**config.mk**
```make
export PLATFORM = sky130hd
export DESIGN_NAME = display_arbiter
export DESIGN_NICKNAME = d
export VERILOG_FILES = /design/src/rtl/display_arbiter.sv
export SDC_FILE = /design/constraint.sdc
export NUM_CORES = 1
export LEC_CHECK = 0
export BUFFER_PORTS_ARGS = -buffer_cell sky130_fd_sc_hd__buf_4
export CAP_MARGIN = 10
export CORE_ASPECT_RATIO = 2
export CORE_UTILIZATION = 55
export DETAILED_ROUTE_END_ITERATION = 8
export PLACE_DENSITY = 0.82
export REMOVE_ABC_BUFFERS = 1
export SETUP_SLACK_MARGIN = 0.2
export SYNTH_ARGS = -nofsm -noshare
export SYNTH_HDL_FRONTEND = slang
export SYNTH_SLANG_ARGS = --single-unit
```
**constraint.sdc**
```tcl
create_clock -name i_Clk -period 2.9 [get_ports i_Clk]
set_clock_uncertainty 0.05 [all_clocks]
set_input_delay 0 -clock i_Clk [delete_from_list [all_inputs] [get_ports i_Clk]]
set_output_delay 0 -clock i_Clk [all_outputs]
set_load 0.1 [all_outputs]
```
**src/rtl/display_arbiter.sv**
```systemverilog
// Round-robin owner of the two-digit seven-segment display.
// Optional leading-zero blanking: DISPLAY_ARBITER_LEADING_ZERO_BLANK_EN.
module display_arbiter #(
  parameter int HOLD_CYCLES = 25000000
) (
  input  logic       i_Clk,
  input  logic       i_Rst_L,
  input  logic       i_Req_0,
  input  logic [7:0] i_Data_0,
  input  logic       i_Req_1,
  input  logic [7:0] i_Data_1,
  output logic       o_Grant_0,
  output logic       o_Grant_1,
  output logic       o_Owner,
  output logic       o_Busy,
  output logic [3:0] o_Digit1_Bin,
  output logic [3:0] o_Digit2_Bin,
  output logic       o_Digit1_En,
  output logic       o_Digit2_En
);

  localparam int CW =
    (HOLD_CYCLES > 1) ? $clog2(HOLD_CYCLES) : 1;
  localparam logic [CW-1:0] LAST = CW'(HOLD_CYCLES - 1);

  typedef enum logic {
    IDLE = 1'b0,
    SHOW = 1'b1
  } state_t;

  state_t          state_q, state_d;
  logic [CW-1:0]   cnt_q, cnt_d;
  logic            valid_q, valid_d;
  logic            ptr_q, ptr_d;
  logic            owner_q, owner_d;
  logic            g0_q, g0_d;
  logic            g1_q, g1_d;
  logic [7:0]      byte_q, byte_d;
  logic            any_req;
  logic            win;

  // Winner is 1 when only 1 asks, or both ask and 1 is favoured.
  always_comb begin
    any_req = i_Req_0 | i_Req_1;
    win     = i_Req_1 & (~i_Req_0 | ptr_q);
  end

  // Next-state: arbitrate in IDLE, count out the dwell in SHOW.
  always_comb begin
    state_d = state_q;
    cnt_d   = cnt_q;
    valid_d = valid_q;
    ptr_d   = ptr_q;
    owner_d = owner_q;
    byte_d  = byte_q;
    g0_d    = 1'b0;
    g1_d    = 1'b0;
    unique case (state_q)
      IDLE: begin
        if (any_req) begin
          byte_d  = win ? i_Data_1 : i_Data_0;
          owner_d = win;
          g0_d    = ~win;
          g1_d    = win;
          valid_d = 1'b1;
          cnt_d   = '0;
          ptr_d   = ~win;
          state_d = SHOW;
        end
      end
      SHOW: begin
        if (cnt_q == LAST) begin
          state_d = IDLE;
        end else begin
          cnt_d = cnt_q + 1'b1;
        end
      end
    endcase
  end

  // State and display registers; reset blanks everything at once.
  always_ff @(posedge i_Clk or negedge i_Rst_L) begin
    if (!i_Rst_L) begin
      state_q <= IDLE;
      cnt_q   <= '0;
      valid_q <= 1'b0;
      ptr_q   <= 1'b0;
      owner_q <= 1'b0;
      byte_q  <= 8'h00;
      g0_q    <= 1'b0;
      g1_q    <= 1'b0;
    end else begin
      state_q <= state_d;
      cnt_q   <= cnt_d;
      valid_q <= valid_d;
      ptr_q   <= ptr_d;
      owner_q <= owner_d;
      byte_q  <= byte_d;
      g0_q    <= g0_d;
      g1_q    <= g1_d;
    end
  end

  assign o_Grant_0    = g0_q;
  assign o_Grant_1    = g1_q;
  assign o_Owner      = owner_q;
  assign o_Busy       = (state_q == SHOW);
  assign o_Digit1_Bin = byte_q[7:4];
  assign o_Digit2_Bin = byte_q[3:0];
  assign o_Digit2_En  = valid_q;

`ifdef DISPLAY_ARBITER_LEADING_ZERO_BLANK_EN
  assign o_Digit1_En  = valid_q & (byte_q[7:4] != 4'h0);
`else
  assign o_Digit1_En  = valid_q;
`endif

endmodule

```
Word-level counts from Yosys, hierarchy flattened

Cells that the tools add are included.
W data, S select, Z words.

Add/subtract/negate cells: 1
Equal/unequal tests: 3
Multiplexer cells: 11
Bitwise operators: 6
Reductions and logical operators: 2

Operator list:

| cell                    | count |
|---|---|
| $mux W25                | 2 |
| $pmux W25 S2            | 1 |
| $add A25 B1 Y25 const B | 1 |
| $eq A25 B25 Y1 const B  | 1 |
| $mux W8                 | 1 |
| $mux W1                 | 6 |
| $ne A2 B2 Y1 const B    | 2 |
| $reduce_and A2 Y1       | 2 |
| $not A1 Y1              | 3 |
| $or A1 B1 Y1            | 2 |
| $pmux W1 S2             | 1 |
| $and A1 B1 Y1           | 1 |

Register bits: 39
Input port bits: 20
Output and inout port bits: 14
Word-level logic and storage cells: 31

Longest topological paths before layout

Word-level depth: 6
Depth in mapped cells: 7
Mapped depth without buffers: 6

Worst setup path before layout

No wires, ideal clock.

Path type: register -> register
From: register state_q, in the netlist o_Busy
To: register cnt_q[24]
Library setup time: 140 ps
Arrival time: 2075 ps
Data required time: 2710 ps
Slack: 636 ps
Stages on the path, launching flop included: 7
Buffers on the path: 1
Clock period less this slack: 2264 ps
Path through: dfrtp_1 -> clkbuf_1 -> inv_1 -> nor3_1 -> nand2_1 -> o311ai_0 -> o41ai_1

Longest elaborated chain between the ends: 3
Elaborated cells between the ends (all ways): 5
Classes of those cells: 2 x eq/ne; 1 x mux; 1 x bitwise; 1 x reduce/logical

Ends and longest elaborated chain:

| element                     | RTL line | RTL |
|---|---|---|
| start, declared             | 31       | `state_t state_q, state_d;` |
| start signal, assigned      | 93       | `state_q <= state_d;` |
| $not A1 Y1 (no line)        | n/a      |  |
| $ne A2 B2 Y1 (no line)      | n/a      |  |
| $reduce_and A2 Y1 (no line) | n/a      |  |
| end signal, assigned        | 94       | `cnt_q <= cnt_d;` |
| end, declared               | 32       | `logic [CW-1:0] cnt_q, cnt_d;` |

Parallel ways exist; a longest one is shown, timed or not.
A chain may end at the register's enable or synchronous reset.

Worst setup path in the final report

From: register cnt_q[2]
To: register cnt_q[23]

Longest elaborated chain between the ends: 3
Elaborated cells between the ends (all ways): 6
Classes of those cells: 1 x add/sub; 2 x eq/ne; 2 x mux; 1 x reduce/logical

Ends and longest elaborated chain:

| element                                                  | RTL line |
|---|---|
| $add A25 B1 Y25 / $eq A25 B25 Y1 (equally long branches) | 75, 72 |
| $mux W25 / $ne A2 B2 Y1 (equally long branches)          | n/a |
| $pmux W25 S2 / $reduce_and A2 Y1 (equally long branches) | n/a |

Parallel ways exist; a longest one is shown, timed or not. The select of a mux whose other input is x is not followed.

==> results.toml <==
[timing]
setup_violations = 0
whs_ns = 0.0419
rsz0062_at_grt = "false"
drv_slew = 0
relSlewSlack_pct = 60.2
fin_crit_sh_pct = 74.6
post-route-min-period_ns = 2.16
postLayoutSetupSlackWorst_ns = 0.738
worst_pin_slew_ns = 0.591
hold_viol = 0
timing.fmax_mhz = 462
finalSetupTns_ns = 0

[global_route]
grtUsageTotal_pct = 30.9
grt_pass1_vias = 1873
grt_first_pass_wirelength_um = 8630
grt_overflow = 0
antenna_found_initial = 0
grt_max_degree = 40

[logic_synthesis]
ys_async_sr_fraction_pct = 100
synth_area_per_cell_sq_um = 9.18
synth_edf_count = 0
synth_ff_type = "dfrtp_1"
synth.area.top_cells = "dfrtp_1 50%, nand2_1 5.9%, o21ai_0 5.4%"
yosysSeqAreaShare_pct = 49.7
synth_seq_cells = 39
netlist.area_leader.share_pct = 49.7
syn_area_sq_mm = 0.00196
synthCells = 214
synth_area_leader_cell = "dfrtp_1"
ys_types = 42
ys_warn_count = 0

[die]
num_rows = 30
ios = 34
die_x_um = 44.3
start_util_pct = 57.5
dieArea_sq_mm = 0.00383
die_h_um = 86.5
core_area_sq_mm = 0.00342

[outcome]
outcome = "complete, no violations"

[placement]
post-place-ws_ns = 0.744
dp_hpwl_um = 3430
place.gp.congestion = 0.944
port_buffers = 33

[clocking]
cts-root-buf = "clkbuf_8"
clock-sinks = 39
cts_buffers = 5
cts_max_path_buffers = 2
path_clk_slew_ns = 0.07
htreeDepth = 2
cts_tree = "yes"
cts_resized = 0
insertion_delay_ns = 0.29

[setup_path]
crit_arrival_ns = 2.30
required_ns = 3.04
crit_type = "register to register"
cp_max_fo = 8
worstSetupEndpointType = "register"
worstSetupStartpointType = "register"

[power]
p_leak_nw = 1.12
power_density_mw_per_mm2 = 636
p_comb_share_pct = 26.4
ir_drop_uv = 514
seq_power_share_pct = 50.4
clkPwrFrac_pct = 23.2
intPower_mw = 0.994
switching_power_mw = 0.605
sw_frac_of_total_pct = 37.8

[layout]
diodes = 0
fillers = 239
nNetsFinal = 286
syn2layout_area_growth_pct = 28.0
drive_gt1_share_pct = 19.2

[detailed_routing]
post-route-drc-count = 0
viasPerCell = 6.04
vias = 1889
routed_wl_um = 5220
wl_per_cell_um = 16.7
antenna_left = 0
dr.pass1.iters = 4
first_iter_violations = 65

[hold_path]
hp-class = "input port to register"

[flow_run]
maxCapViolations = 0
## power groups by stage
stage	clock [mW]	combinational, mW	sequential (mW)
6_report	0.371	0.422	0.806
5_1_grt	0.395	0.461	0.824
4_1_cts	0.377	0.419	0.799
3_5_place_dp	0	0.393	0.809
3_3_place_gp	0	0.382	0.804
2_1_floorplan	0	0.192	0.875
## stage by stage
| step | cell area [sq um] | cells | utilization, % | total power, mW |
|---|---|---|---|---|
| floorplan | 1910 | 203 | - | 1.07 |
| global placement | 2270 | 290 | 66.4 | 1.19 |
| detailed placement | 2270 | 290 | 66.4 | 1.20 |
| CTS | 2510 | 313 | 73.6 | 1.60 |
| global route | 2510 | 313 | 73.6 | 1.68 |
| finish | 2510 | 313 | 73.6 | 1.60 |
## placed cells by master, fill, tap and decap left out, types with 4 or more instances in the layout
| cell | instances |
|---|---|
| dfrtp_1 | 39 |
| buf_4 | 39 |
| nand2_1 | 31 |
| o21ai_0 | 21 |
| dlygate4sd3_1 | 16 |
| nand3_1 | 14 |
| nor2_1 | 10 |
| nor3_1 | 9 |
| nand4_1 | 8 |
| inv_1 | 8 |
| a21oi_1 | 7 |
| mux2i_1 | 6 |
| clkbuf_8 | 6 |
| nor4_1 | 5 |
| a22oi_1 | 5 |
| a31oi_1 | 4 |
| o211ai_1 | 4 |
| o31ai_1 | 4 |
## cells in the mapped netlist, drive strengths merged (3+ instances only)
cell,n
dfrtp,39
nand2,31
o21ai,23
nand3,15
nor2,10
nand4,9
nor3,9
inv,8
a21oi,7
clkbuf,7
mux2i,6
a22oi,5
nor4,5
a31oi,4
buf,4
o211ai,4
o31ai,4
o41ai,3
## final timing paths
| path | start | depth (start not counted) | slack [ns] | end |
|---|---|---|---|---|
| max | cnt_q[2] | 5 | 0.74 | cnt_q[23] |
| min | i_Data_1[2] | 3 | 0.04 | byte_q[2] |
| max reg2reg | cnt_q[2] | 5 | 0.74 | cnt_q[23] |
| min reg2reg | o_Owner | 1 | 0.44 | o_Owner |
| max in group asynchronous | i_Rst_L | 2 | 2.30 | cnt_q[20] |
| min in group asynchronous | i_Rst_L | 2 | 0.15 | o_Grant_0 |
## worst max-delay path: stages (launching register included)
cell	delay, ns
dfrtp_1	0.46
nand4_2	0.20
or4_1	0.67
or4_4	0.54
nand3_2	0.10
o21ai_2	0.05
## routing by layer
metal | routed length, um | GRT usage (%) | up-vias
li1 | - | - | 888
met1 | 1910 | 33.4 | 908
met2 | 2840 | 53.1 | 66
met3 | 197 | 5.63 | 27
met4 | 274 | 19.3 | 0
met5 | 0 | 0 | -
## cell type report
class	count	area [sq um]	area share (%)
clock buffers	6	82.6	3.28
clock inverters	1	5.00	0.199
inverters	8	30.0	1.19
multi-input cells	156	908	36.1
flip-flops and latches	39	976	38.8
well taps	48	60.1	2.39
repair buffers	55	453	18.0
## flip-flops by register name, summed over array words and instances, names as in the netlist
| register | cells |
|---|---|
| o_Digit1_En | 1 |
| byte_q | 8 |
| o_Grant_1 | 1 |
| o_Owner | 1 |
| o_Grant_0 | 1 |
| cnt_q | 25 |
| o_Busy | 1 |
| ptr_q | 1 |
## timing repair
item	4_1_cts	5_1_grt
buffers inserted	0	0
endpoints found under the hold margin	47	0
hold buffers	16	0
## cells by family (layout without fill, tap and decap cells)
group           count (synthesis)  count (layout)  share of synthesized area [%]
compound gates                 57              57                           18.7
xor+xnor                        2               2                          0.892
fa+ha+maj                       1               1                          0.637
buf+inv                        19              70                           4.08
flops                          39              39                           49.7
mux                             6               6                           3.06
simple gates                   90              90                           23.0
Note: power is estimated with default switching activity, not from simulation.
